===== config.mk =====
export PLATFORM = sky130hd
export DESIGN_NAME = gauss_window_3x3
export DESIGN_NICKNAME = d
export VERILOG_FILES = /design/src/rtl/gauss_pkg.sv /design/src/rtl/gauss_line_buf.sv /design/src/rtl/gauss_window_3x3.sv
export SDC_FILE = /design/constraint.sdc
export NUM_CORES = 1
export LEC_CHECK = 0
export CELL_PAD_IN_SITES_DETAIL_PLACEMENT = 1
export CELL_PAD_IN_SITES_GLOBAL_PLACEMENT = 1
export CORE_AREA = 2 2 108 188
export DETAILED_ROUTE_END_ITERATION = 7
export DIE_AREA = 0 0 110 190
export PLACE_DENSITY_LB_ADDON = 0.05
export SLEW_MARGIN = 25
export SYNTH_ARGS = -nofsm -noshare
export SYNTH_HDL_FRONTEND = slang
export SYNTH_SLANG_ARGS = --single-unit

===== constraint.sdc =====
create_clock -name clk -period 7.1 [get_ports clk]
set_input_delay 2.13 -clock clk [delete_from_list [all_inputs] [get_ports clk]]
set_output_delay 2.13 -clock clk [all_outputs]
set_load 0.01 [all_outputs]

===== src/rtl/gauss_pkg.sv =====
// Shared constants for the 3x3 Gaussian front end: default geometry and the
// window slice layout used by both the window builder and the kernel stage.
package gauss_pkg;

    localparam int GAUSS_DW    = 8;
    localparam int GAUSS_IMG_W = 8;
    localparam int GAUSS_IMG_H = 8;

    // Window geometry: 3 rows x 3 columns, row 0 is the oldest line.
    localparam int WIN_ROWS = 3;
    localparam int WIN_COLS = 3;
    localparam int WIN_TAPS = WIN_ROWS * WIN_COLS;

    // First row/column index at which a full window lies inside the frame.
    localparam int WIN_EDGE = 2;

    // Slice index of each tap inside the packed window: DW*(3*r+c).
    localparam int WIN_R0C0 = 0;
    localparam int WIN_R0C1 = 1;
    localparam int WIN_R0C2 = 2;
    localparam int WIN_R1C0 = 3;
    localparam int WIN_R1C1 = 4;
    localparam int WIN_R1C2 = 5;
    localparam int WIN_R2C0 = 6;
    localparam int WIN_R2C1 = 7;
    localparam int WIN_R2C2 = 8;

    function automatic int win_idx(input int r, input int c);
        return WIN_COLS * r + c;
    endfunction

endpackage


===== src/rtl/gauss_line_buf.sv =====
// Fixed-depth pixel delay line: dout_o is the pixel written DEPTH enabled
// cycles earlier, so it yields the same column from the previous line.
module gauss_line_buf #(
    parameter int DW    = 8,
    parameter int DEPTH = 8
) (
    input  logic          clk,
    input  logic          rst,
    input  logic          en_i,
    input  logic [DW-1:0] din_i,
    output logic [DW-1:0] dout_o
);

    logic [DW-1:0] taps_q [DEPTH];

    always_ff @(posedge clk) begin
        if (rst) begin
            for (int i = 0; i < DEPTH; i++) begin
                taps_q[i] <= '0;
            end
        end else if (en_i) begin
            taps_q[0] <= din_i;
            for (int i = 1; i < DEPTH; i++) begin
                taps_q[i] <= taps_q[i-1];
            end
        end
    end

    assign dout_o = taps_q[DEPTH-1];

endmodule


===== src/rtl/gauss_window_3x3.sv =====
// Builds a sliding 3x3 pixel window from a raster stream using two line
// buffers; flags only windows lying fully inside the current frame.
module gauss_window_3x3
    import gauss_pkg::*;
#(
    parameter int DW    = GAUSS_DW,
    parameter int IMG_W = GAUSS_IMG_W,
    parameter int IMG_H = GAUSS_IMG_H
) (
    input  logic                  clk,
    input  logic                  rst,
    // Stream handshake: a pixel transfers on every edge with in_valid=1; there
    // is no ready, and out_valid qualifies out_win for exactly one cycle.
    input  logic                  in_valid,
    input  logic [DW-1:0]         in_pix,
    output logic                  out_valid,
    output logic [WIN_TAPS*DW-1:0] out_win,
    output logic                  frame_done
);

    localparam int CW = $clog2(IMG_W);
    localparam int RW = $clog2(IMG_H);

    localparam logic [CW-1:0] COL_LAST  = CW'(IMG_W - 1);
    localparam logic [RW-1:0] ROW_LAST  = RW'(IMG_H - 1);
    localparam logic [CW-1:0] COL_FIRST = CW'(WIN_EDGE);
    localparam logic [RW-1:0] ROW_FIRST = RW'(WIN_EDGE);

    logic [CW-1:0] col_q, col_d;
    logic [RW-1:0] row_q, row_d;
    logic          out_valid_q, out_valid_d;
    logic          frame_done_q, frame_done_d;
    logic [DW-1:0] lb1_out, lb2_out;
    logic [DW-1:0] win_q [WIN_ROWS][WIN_COLS];
    logic [DW-1:0] win_d [WIN_ROWS][WIN_COLS];

    // Line buffer 1 delivers row-1, line buffer 2 (chained) delivers row-2.
    gauss_line_buf #(
        .DW    (DW),
        .DEPTH (IMG_W)
    ) u_lb1 (
        .clk    (clk),
        .rst    (rst),
        .en_i   (in_valid),
        .din_i  (in_pix),
        .dout_o (lb1_out)
    );

    gauss_line_buf #(
        .DW    (DW),
        .DEPTH (IMG_W)
    ) u_lb2 (
        .clk    (clk),
        .rst    (rst),
        .en_i   (in_valid),
        .din_i  (lb1_out),
        .dout_o (lb2_out)
    );

    always_comb begin
        col_d = col_q;
        row_d = row_q;
        if (in_valid) begin
            if (col_q == COL_LAST) begin
                col_d = '0;
                row_d = (row_q == ROW_LAST) ? '0 : row_q + 1'b1;
            end else begin
                col_d = col_q + 1'b1;
            end
        end
    end

    // Windows touching row<2 or col<2 mix in other lines/frames, so never flag them.
    always_comb begin
        out_valid_d  = in_valid && (row_q >= ROW_FIRST) && (col_q >= COL_FIRST);
        frame_done_d = in_valid && (row_q == ROW_LAST) && (col_q == COL_LAST);
    end

    always_comb begin
        win_d = win_q;
        if (in_valid) begin
            for (int r = 0; r < WIN_ROWS; r++) begin
                for (int c = 0; c < WIN_COLS - 1; c++) begin
                    win_d[r][c] = win_q[r][c+1];
                end
            end
            win_d[0][WIN_COLS-1] = lb2_out;
            win_d[1][WIN_COLS-1] = lb1_out;
            win_d[2][WIN_COLS-1] = in_pix;
        end
    end

    always_ff @(posedge clk) begin
        if (rst) begin
            col_q        <= '0;
            row_q        <= '0;
            out_valid_q  <= 1'b0;
            frame_done_q <= 1'b0;
            for (int r = 0; r < WIN_ROWS; r++) begin
                for (int c = 0; c < WIN_COLS; c++) begin
                    win_q[r][c] <= '0;
                end
            end
        end else begin
            col_q        <= col_d;
            row_q        <= row_d;
            out_valid_q  <= out_valid_d;
            frame_done_q <= frame_done_d;
            win_q        <= win_d;
        end
    end

    for (genvar r = 0; r < WIN_ROWS; r++) begin : g_row
        for (genvar c = 0; c < WIN_COLS; c++) begin : g_col
            assign out_win[DW*win_idx(r, c) +: DW] = win_q[r][c];
        end
    end

    assign out_valid  = out_valid_q;
    assign frame_done = frame_done_q;

endmodule


# Word-level counts from Yosys, hierarchy flattened
# Memories as Yosys holds them, arrays and structs flattened. A register that Yosys moved wholly into a read port is not among the register bits.
# Index checks and enable logic that the tools add are counted.
[totals]
register_bits = 72
latchBits = 0
ram_bits = 128
rom_bits = 0
input_bits = 11
output_inout_bits = 74
wordCells = 64
mem_count = 2
[mem_list]
columns = ["name", "depth", "width", "read_ports", "rd_clocked_by_memory_dff", "write_ports", "line", "source"]
rows = [
  ["u_lb1.taps_q", 8, 8, 8, 0, 8, "gauss_line_buf.sv:14", "logic [DW-1:0] taps_q [DEPTH];"],
  ["u_lb2.taps_q", 8, 8, 8, 1, 8, "gauss_line_buf.sv:14", ""],
]
[op_classes]
add_sub_neg = 2
mul = 0
n_div = 0
magnitude_cmp = 2
n_eq_ne = 2
shift = 0
mux = 23
n_bitwise = 16
n_reduce_logical = 5
[ops]
columns = ["op", "count"]
rows = [
  ["8-bit 2-to-1 mux", 16],
  ["1-bit bitwise OR", 16],
  ["3-bit by 1-bit adder with 3-bit output (second input constant)", 2],
  ["3-bit equality test (second input constant)", 2],
  ["3-bit by 2-bit greater-or-equal comparator with 1-bit output (second input constant)", 2],
  ["3-bit 2-to-1 mux", 2],
  ["1-bit 2-to-1 mux", 5],
  ["1-bit logical AND", 4],
  ["2-bit AND reduction", 1],
]

# Depth between registers and ports, before layout
# Gate-level depths: netlist of run 1.
[logic_depth]
depth_word = 4
mapped_depth = 5
ltp_nobuf = 4

# Modules after synthesis
# A second synthesis of run 1 with hierarchy kept.
[hier_totals]
cells_unflattened = 566
hier_area_um2 = 8159.1
[by_module_without_submodules]
columns = ["module", "instances", "cells_per_inst", "area_per_inst_um2", "seq_area_each_um2"]
rows = [
  ["gauss_line_buf", 2, 149, 2613.8, 1921.8],
  ["gauss_window_3x3", 1, 268, 2931.6, 1601.5],
]

# Least setup slack after synthesis of run 1
# Ideal clock, no wire load.
[synth_timing]
kind = "input-to-reg"
from = "input rst"
to = "memory u_lb1.taps_q[0][0], enable pin"
setup_time_ns = 0.433
arrival_ns = 4.090
t_required_ns = 6.667
setup_slack_ns = 2.576
stages = 3
n_path_buf = 2
path_cell_list = "buf_2 buf_2 or2_2"
[synth_rtl]
columns = ["element", "line", "source"]
rows = [
  ["start: declaration", "gauss_window_3x3.sv:11", "input logic rst,"],
  ["end: declaration", "gauss_line_buf.sv:14", ""],
]

==> results of run 1 <==
-- through the flow --
step	util, %	setup WS (ns)	power (mW)	instance area (um^2)
floorplan	-	2.58	1.47	7650
global placement	44.4	2.71	1.53	8650
detailed placement	44.4	2.66	1.53	8650
CTS	47.3	3.17	2.50	9210
global route	47.3	3.02	2.55	9210
finish	47.3	3.25	2.45	9210
-- placed cells by master, fill, tap and decap left out, drive strengths merged, types with 3 or more instances in the layout --
cell,Yosys,final
edfxtp,128,128
and2,96,96
clkdlybuf4s50,0,82
dfxtp,80,80
nor2,74,74
mux2i,73,73
nor2b,33,33
clkbuf,15,30
buf,17,7
a21oi,5,5
ha,5,5
a21bo,3,3
clkinv,0,3
-- per-layer routing --
layer  vias up  global-route usage, %  share of wire [%]
li1       1993                      -                  -
met1      2065                   16.5                 38
met2        70                   27.3                 56
met3        20                   2.60                3.8
met4         0                   4.14                2.1
met5         -                      0                  0
-- cells by family after synthesis --
group,after synthesis,share of synthesized area [%]
AOI/OAI and AO/OA,8,0.720
buffers and inverters,33,2.45
and+or+nand+nor,214,15.2
adders and majority gates,5,0.818
muxes,73,9.55
DFF,208,71.2
-- power breakdown --
| part | switching (mW) | leakage, nW | internal, mW | total, mW |
|---|---|---|---|---|
| Sequential | 0.0264 | 2.06 | 1.35 | 1.37 |
| Combinational | 0.0685 | 1.31 | 0.0584 | 0.127 |
| Clock | 0.429 | 0.275 | 0.522 | 0.951 |
-- how the worst max path moves through the flow --
stage,to,slack (ns),cells after the start
3_5_place_dp,u_lb1.taps_q[0][28],2.66,3
6_report,u_lb2.taps_q[2][6],3.25,3
2_1_floorplan,u_lb1.taps_q[0][0],2.58,3
5_1_grt,u_lb2.taps_q[4][6],3.02,3
4_1_cts,u_lb2.taps_q[0][4],3.17,3
3_3_place_gp,u_lb1.taps_q[0][20],2.71,3
-- final cells by class --
class,instances,area (um^2),area share [%]
tap,245,307,3.33
clock buffer,30,537,5.83
multi-input combinational,300,2020,22.0
clock inverter,4,23.8,0.258
inverter,1,3.75,0.0407
sequential,208,5450,59.1
timing repair buffer,89,873,9.48
-- flip-flops by register name (all words and copies together) (netlist names) --
signal,count
out_valid,1
u_lb1.taps_q,64
col_q,3
row_q,3
frame_done,1
out_win,72
u_lb2.taps_q,64
-- tightest hold or removal path, stage by stage, from the launching register on --
cell,delay [ns]
edfxtp_1,0.32
mux2i_1,0.06
nor2_1,0.07
==> results by group, run 1 <==
Synthesis
  • Ys Warns: 0
  • Synth async-reset ratio: 0%
  • Leading area contributor after synthesis: edfxtp_1
  • Share of the synthesized area in the top cell type: 50.3%
  • Post-Syn Nets: 557
  • Post-Syn Area: 0.00765 mm^2
  • Synth Register Bits: 208
  • Sequential-to-total area share from yosys stat: 71.2%
  • Synth top cells by count: edfxtp_1, and2_1, dfxtp_1
  • Top cells by area, synth: edfxtp_1, dfxtp_1, mux2i_1
  • Syn Area/Cell: 14.1 um^2
  • Most common cell in the synthesized netlist: edfxtp_1
  • Main flop type after synthesis: edfxtp_1
  • Post-synth EDFFs: 128
  • Yosys cell types: 25
  • Synth Instances: 541

Detailed routing
  • Vias per cell: 4.73
  • Vias: 4,148
  • Initial DRC count: 182
  • Total length of routed wires: 14.6 mm
  • Antenna Nets Post-Route: 0
  • # DRC: 0
  • Drt first pass iters: 4
  • Routed WL per cell: 16.6 um

Setup path
  • CP Launch Type: input pin
  • Most used cell, CP: buf_4
  • Kind of end point of the critical path: flop
  • WS Path Type: input pin to flop
  • Slowest-stage cell, CP: or2_4
  • RR Startpoint: col_q[0]
  • Critical Path Source: in_valid
  • Critical path, cell by cell: buf_4, or2_4, buf_4
  • Reg2Reg Depth: 4
  • Buffer and inverter count on the worst path: 2
  • Crit path required time: 7.23 ns
  • R2R Setup Slk: 5.68 ns
  • CP arrival: 3.97 ns
  • Worst Path Max Fanout: 59
  • Worst path max stage delay: 0.74 ns
  • Reg2reg end: col_q[0]
  • Top cell family by delay on the critical path: buffers and inverters

Clocking
  • TritonCTS clock tree: built
  • # hold bufs at CTS: 0
  • CTS buffer count: 19
  • Root buf cell: clkbuf_16
  • PostCTS Resize Cnt: 0
  • Post-CTS Setup Inserts: 0
  • H-tree levels: 1
  • Clock Sink Count: 208
  • Clk_lat worst skew: 0.49 ns
  • Worst-path clk slew: 0.06 ns
  • Clock Tree Buf Depth: 3

Power and ir drop
  • Leak Pwr: 3.65 nW
  • Pwr/cell area: 266 mW/mm^2
  • Maximum VDD drop: 0.172 mV

STA
  • Hold WS: 0.489 ns
  • Setup TNS: 0 ns
  • RSZ-0062 raised after global routing: false
  • Endpoints failing setup: 0
  • Worst slew margin: 45.2%
  • Final cycle utilization of the critical path: 54.2%
  • Fin crit period: 3.85 ns
  • Slew Limit Fails: 0
  • Fin. Hold Viols: 0
  • Fmax: 260 MHz
  • Slew at the pin closest to its max-slew limit: 0.822 ns
  • Fin Clk Skew: 0.0165 ns

GRT
  • Total track usage: 14.6%
  • GR Overflow Total: 0
  • First-pass GRT wire length: 23.7 mm
  • Largest net degree at the start of global routing: 96
  • Initial antenna violation count: 0
  • Vias in the first global route: 4,394

Finish
  • Final non-filler cell total: 877
  • FILL cells: 1,940
  • Area delta synth->final: 20.5%
  • Layout cell share with drive strength beyond 1: 5.85%
  • Fin nets: 635
  • # diodes: 0

Placed design
  • Gpl congestion: 0.656
  • I/O Buffers: 84
  • Cell total after placement: 843
  • Dpl hpwl: 8.91 mm

Run
  • Max Cap Viol: 0

Floorplan
  • I/O pins: 85
  • Row count: 68
  • Core area: 0.0195 mm^2
  • Initial Util: 39.2%
  • Die Y: 190 um
  • Width of the chip: 110 um
  • Area of the die: 0.0209 mm^2

Hold path
  • Hold depth: 2
  • Hold_sp: u_lb2.taps_q[7][1]
  • HP Class: flop to flop
  • Hold Path Sink: out_win[17]

Status
  • Outcome: finished, final reports clean
No activity file was read; power rests on OpenSTA's default activity.
==> run 2: changes to the inputs <==
==> constraint.sdc (replaced) <==
create_clock -name clk -period 3.6 [get_ports clk]
set_input_delay 1.08 -clock clk [delete_from_list [all_inputs] [get_ports clk]]
set_output_delay 1.08 -clock clk [all_outputs]
set_load 0.01 [all_outputs]
==> run 2 against run 1 <==
Net effect: core utilization is 0.94 points higher; critical path depth down 2; register-to-register slack worse by 3.5 ns; clock power increased by 120%; worst setup slack worse by 2.2 ns; sequential power is 98% higher; largest cell class unchanged; non-clock buffer count is 5 higher; wire length rose by 0.76%.
==> results by group, run 2 (synthesis results as in run 1) <==
Setup path
  • Buffer and inverter count on the worst path: 1 (-1)
  • Slowest-stage cell, CP: clkdlybuf4s50_1
  • CP Launch Type: flop
  • Kind of end point of the critical path: primary output
  • WS Path Type: flop to primary output
  • Worst path max stage delay: 0.58 ns (-0.16 ns)
  • Crit path required time: 2.52 ns (-4.71 ns)
  • Top cell family by delay on the critical path: buffers and inverters
  • CP arrival: 1.48 ns (-2.49 ns)
  • Reg2Reg Depth: 4 (unchanged)
  • Critical path, cell by cell: clkdlybuf4s50_1
  • Reg2reg end: col_q[0]
  • Worst Path Max Fanout: 3 (-95%)
  • R2R Setup Slk: 2.18 ns (-3.50 ns)
  • RR Startpoint: col_q[0]

Detailed routing
  • Drt first pass iters: 4 (unchanged)
  • Vias: 4,186 (+0.92%)
  • Vias per cell: 4.73 (about the same)
  • Routed WL per cell: 16.6 um (-0.16%)
  • Total length of routed wires: 14.7 mm (+0.76%)
  • Antenna Nets Post-Route: 0 (unchanged)
  • # DRC: 0 (unchanged)
  • Initial DRC count: 160 (-12%)

Placed design
  • I/O Buffers: 84 (unchanged)
  • Gpl congestion: 0.686 (+4.6%)
  • Dpl hpwl: 9.36 mm (+5.1%)

GRT
  • Total track usage: 14.7% (+0.11 points)
  • Vias in the first global route: 4,470 (+1.7%)
  • Largest net degree at the start of global routing: 88 (-8.3%)
  • Met3 usage: 2.64% (+0.034 points)
  • Met2 usage: 27.4% (+0.14 points)
  • GR Overflow Total: 0 (unchanged)
  • Met1 usage: 15.9% (-0.59 points)
  • Initial antenna violation count: 0 (unchanged)
  • Busiest layer in global routing: met2
  • First-pass GRT wire length: 23.8 mm (+0.41%)

Hold path
  • Hold depth: 2 (unchanged)
  • Hold Path Sink: out_win[23]
  • HP Class: flop to flop
  • Hold_sp: u_lb2.taps_q[7][7]

Finish
  • Commonest cells after routing, fill and taps aside: edfxtp_1, and2_1, clkdlybuf4s50_1, dfxtp_1, nor2_1
  • Commonest non-fill, non-tap cell in the layout: edfxtp_1
  • Fin nets: 642 (+1.1%)
  • # diodes: 0 (unchanged)
  • Max FFs per register: 72 (unchanged)
  • Layout cell share with drive strength beyond 1: 7.03% (+1.2 points)
  • Area delta synth->final: 22.9%

Status
  • Outcome: finished, final reports clean

Floorplan
  • Width of the chip: 110 um (unchanged)
  • Initial Util: 39.2% (unchanged)
  • Die Y: 190 um (unchanged)
  • Area of the die: 0.0209 mm^2 (unchanged)
  • Core area: 0.0195 mm^2 (unchanged)
  • Row count: 68 (unchanged)
  • I/O pins: 85 (unchanged)

STA
  • Fmax: 391 MHz
  • Hold WS: 0.487 ns (-0.00117 ns)
  • Fin. Hold Viols: 0 (unchanged)
  • Fin Clk Skew: 0.0107 ns (-0.00577 ns)
  • RSZ-0062 raised after global routing: false
  • Fin crit period: 2.56 ns
  • Final cycle utilization of the critical path: 71.1%
  • Endpoints failing setup: 0 (unchanged)
  • Slew at the pin closest to its max-slew limit: 0.678 ns (-0.144 ns)
  • Slew Limit Fails: 0 (unchanged)
  • Worst slew margin: 54.8% (+9.6 points)
  • Setup TNS: 0 ns (unchanged)

Clocking
  • Post-CTS Setup Inserts: 0 (unchanged)
  • H-tree levels: 1 (unchanged)
  • Clock Tree Buf Depth: 3 (unchanged)
  • CTS buffer count: 21 (+2)
  • Clk_lat worst skew: 0.49 ns (about the same)
  • PostCTS Resize Cnt: 0 (unchanged)
  • Root buf cell: clkbuf_16
  • Clock Sink Count: 208 (unchanged)
  • # hold bufs at CTS: 0 (unchanged)
  • Worst-path clk slew: 0.06 ns (about the same)
  • TritonCTS clock tree: built

Power and ir drop
  • Switching power: 1.07 mW (+100%)
  • Pwr/cell area: 541 mW/mm^2 (+100%)
  • Maximum VDD drop: 0.352 mV (+110%)
  • Clock network fraction of design power: 41.6% (+2.8 points)
  • Sw Ratio: 20.9% (-0.43 points)
  • Leak Pwr: 3.74 nW (+2.5%)
  • Comb pwr share: 5.2% (about the same)
  • Seq pwr share: 53.2% (-2.8 points)
  • Internal power: 4.02 mW (+110%)
  • Final Power: 5.09 mW (+110%)

Run
  • Max Cap Viol: 0 (unchanged)
[run 2: worst max-delay path by stage]
| stage | from | to | slack (ns) | depth (start not counted) |
|---|---|---|---|---|
| finish | out_win[47] | out_win[47] | 1.04 | 1 |
| global placement | in_valid | col_q[0] | 1.21 | 4 |
| floorplan | rst | u_lb1.taps_q[0][0] | 0.13 | 3 |
| detailed placement | in_valid | col_q[0] | 1.20 | 4 |
| global route | out_win[47] | out_win[47] | 1.0 | 1 |
| CTS | out_win[47] | out_win[47] | 1.01 | 1 |
[run 2: area by class of cell]
| type | count | area (um^2) |
|---|---|---|
| Inverter | 1 | 3.75 |
| Clock inverter | 9 | 93.8 |
| Fill cell | 1991 | 10100 |
| Sequential cell | 208 | 5450 |
| Multi-Input combinational cell | 300 | 2020 |
| Clock buffer | 28 | 563 |
| Tap cell | 245 | 307 |
| Timing Repair Buffer | 94 | 961 |
[run 2: tightest hold or removal path, delay by kind of cell, from the launching register on]
family | cells | cell delay, ns
simple gates | 1 | 0.07
mux | 1 | 0.06
flops | 1 | 0.32
[run 2: metal layers]
layer | part of all wire [%] | vias to the layer above
li1 | - | 2007
met5 | 0 | -
met1 | 37 | 2075
met3 | 3.9 | 24
met4 | 3.1 | 0
met2 | 56 | 80
[run 2: power by group through the flow]
stage | clock, mW | sequential [mW] | combinational [mW]
floorplan | 0 | 2.75 | 0.154
global placement | 0 | 2.76 | 0.264
detailed placement | 0 | 2.76 | 0.272
CTS | 2.18 | 2.71 | 0.273
global route | 2.28 | 2.72 | 0.292
finish | 2.12 | 2.71 | 0.264
[run 2: metrics by stage]
step | setup WS, ns | instance area (um^2) | utilization (%) | cells
detailed placement | 1.20 | 8740 | 44.9 | 848
floorplan | 0.126 | 7650 | - | 541
global route | 0.997 | 9400 | 48.2 | 885
global placement | 1.21 | 8740 | 44.9 | 848
CTS | 1.01 | 9400 | 48.2 | 885
finish | 1.04 | 9400 | 48.2 | 885
==> run 3: changes to the inputs <==
==> constraint.sdc (replaced) <==
create_clock -name clk -period 2.2 [get_ports clk]
set_input_delay 0.66 -clock clk [delete_from_list [all_inputs] [get_ports clk]]
set_output_delay 0.66 -clock clk [all_outputs]
set_load 0.01 [all_outputs]
==> run 3 against run 2 <==
Net effect: core utilization up 0.36 points; combinational power up 69%; count of clock-buffer cells in the layout down 1; sequential power up 63%; critical path type unchanged; die area unchanged; sequential share of layout area down 0.42 points; power up 63%.
==> results by group, run 3 (synthesis results as in run 1) <==
Status
  • Outcome: finished, final reports clean

STA
  • RSZ-0062 raised after global routing: false
  • Slew at the pin closest to its max-slew limit: 0.481 ns (-0.197 ns)
  • Fin Clk Skew: 0.00949 ns (-0.00121 ns)
  • Final cycle utilization of the critical path: 97.2%
  • Endpoints failing setup: 0 (unchanged)
  • Fin. Hold Viols: 0 (unchanged)
  • Hold WS: 0.489 ns (+0.00200 ns)
  • Fmax: 468 MHz
  • Slew Limit Fails: 0 (unchanged)
  • Worst slew margin: 67.9% (+13 points)
  • Fin crit period: 2.14 ns

Floorplan
  • Die Y: 190 um (unchanged)
  • Width of the chip: 110 um (unchanged)
  • Core area: 0.0195 mm^2 (unchanged)
  • Area of the die: 0.0209 mm^2 (unchanged)
  • Initial Util: 39.2% (unchanged)
  • I/O pins: 85 (unchanged)
  • Row count: 68 (unchanged)

Detailed routing
  • # DRC: 0 (unchanged)
  • Vias: 4,201 (+0.36%)
  • Drt first pass iters: 4 (unchanged)
  • Vias per cell: 4.73 (about the same)
  • Routed WL per cell: 16.7 um (+0.93%)
  • Total length of routed wires: 14.9 mm (+1.4%)
  • Initial DRC count: 180 (+13%)
  • Antenna Nets Post-Route: 0 (unchanged)

Setup path
  • Buffer and inverter count on the worst path: 1 (unchanged)
  • Top cell family by delay on the critical path: buffers and inverters
  • CP arrival: 1.48 ns (about the same)
  • Worst path max stage delay: 0.57 ns (about the same)
  • Critical path, cell by cell: clkdlybuf4s50_1
  • WS Path Type: flop to primary output
  • Worst Path Max Fanout: 3 (unchanged)
  • CP Launch Type: flop
  • Slowest-stage cell, CP: clkdlybuf4s50_1
  • Crit path required time: 1.54 ns (-0.98 ns)
  • Kind of end point of the critical path: primary output

Clocking
  • CTS buffer count: 21 (unchanged)
  • Clock Sink Count: 208 (unchanged)
  • Clock Tree Buf Depth: 3 (unchanged)
  • Root buf cell: clkbuf_16
  • TritonCTS clock tree: built
  • H-tree levels: 1 (unchanged)
  • Clk_lat worst skew: 0.49 ns (about the same)
  • Worst-path clk slew: 0.06 ns (about the same)

GRT
  • Initial antenna violation count: 0 (unchanged)
  • Largest net degree at the start of global routing: 111 (+26%)
  • Vias in the first global route: 4,561 (+2.0%)
  • First-pass GRT wire length: 24.1 mm (+1.1%)
  • Total track usage: 14.9% (+0.17 points)
  • GR Overflow Total: 0 (unchanged)

Placed design
  • Dpl hpwl: 9.50 mm (+1.5%)
  • Gpl congestion: 0.693 (+1.0%)
  • Cell total after placement: 852 (+0.47%)
  • I/O Buffers: 84 (unchanged)

Finish
  • Commonest non-fill, non-tap cell in the layout: edfxtp_1
  • Area delta synth->final: 23.8%
  • Layout cell share with drive strength beyond 1: 8.23% (+1.2 points)
  • FF/Latch Area: 0.00545 mm^2 (about the same)
  • Final non-filler cell total: 889 (+0.45%)
  • FILL cells: 1,986 (-0.25%)
  • Commonest cells after routing, fill and taps aside: edfxtp_1, and2_1, clkdlybuf4s50_1, dfxtp_1, nor2_1
  • Fin nets: 646 (+0.62%)
  • # diodes: 0 (unchanged)
  • Area taken by multi-input logic gates: 0.00202 mm^2 (unchanged)
  • Max FFs per register: 72 (unchanged)

Power and ir drop
  • Maximum VDD drop: 0.687 mV (+95%)
  • Leak Pwr: 3.77 nW (+0.94%)
  • Sw Ratio: 21.1% (+0.16 points)
  • Final Power: 8.29 mW (+63%)
  • Internal power: 6.54 mW (+63%)
  • Pwr/cell area: 876 mW/mm^2 (+62%)
  • Comb pwr share: 5.4% (+0.2 points)
  • Clock network fraction of design power: 41.2% (-0.4 points)
  • Switching power: 1.75 mW (+64%)
  • Seq pwr share: 53.4% (+0.2 points)

Run
  • Max Cap Viol: 0 (unchanged)

Hold path
  • HP Class: flop to flop
==> run 3: routing by layer <==
metal,routed length (um),part of all wire [%],global-route usage [%]
met5,0,0,0
met4,296,2.0,4.43
met1,5380,36,15.8
met2,8730,59,28.9
met3,467,3.1,2.43
==> run 3: path summary, 6_finish.rpt <==
kind / from / end / slack [ns] / depth (start not counted)
max: out_win[47] / out_win[47] / 0.06 / 1
min: u_lb2.taps_q[7][3] / out_win[19] / 0.49 / 2
max reg2reg: col_q[0] / col_q[0] / 0.82 / 4
min reg2reg: u_lb2.taps_q[7][3] / out_win[19] / 0.49 / 2
==> run 3: timing repair <==
| item | in CTS | in global routing |
|---|---|---|
| buffers inserted | 0 | 0 |
| hold buffers | 0 | 0 |
| resized for setup | 1 | 0 |
| setup endpoints to repair | 1 | 0 |
| hold endpoints to repair | 0 | 0 |
==> run 3: layout make-up <==
| cell class | count | share of cell area, % |
|---|---|---|
| inverter | 1 | 0.0396 |
| multi-input combinational | 300 | 21.4 |
| timing repair buffer | 98 | 10.9 |
| sequential | 208 | 57.5 |
| clock buffer | 27 | 6.12 |
| clock inverter | 10 | 0.833 |
| tap | 245 | 3.24 |
==> run 3: metrics by stage <==
step | area (um^2) | TNS, ns | setup slack, ns | util [%]
after global placement | 8810 | 0 | 0.430 | 45.2
after CTS | 9470 | 0 | 0.0130 | 48.6
after detailed placement | 8810 | 0 | 0.346 | 45.2
after global routing | 9470 | 0 | 0.00372 | 48.6
final | 9470 | 0 | 0.0619 | 48.6
after floorplan | 7680 | -10.21 | -0.0798 | -
==> run 3: power groups by stage <==
stage               sequential [mW]  clock [mW]  combinational [mW]
finish                         4.43        3.42               0.446
global route                   4.45        3.68               0.494
CTS                            4.44        3.54               0.459
detailed placement             4.52           0               0.457
global placement               4.51           0               0.444
floorplan                      4.50           0               0.258
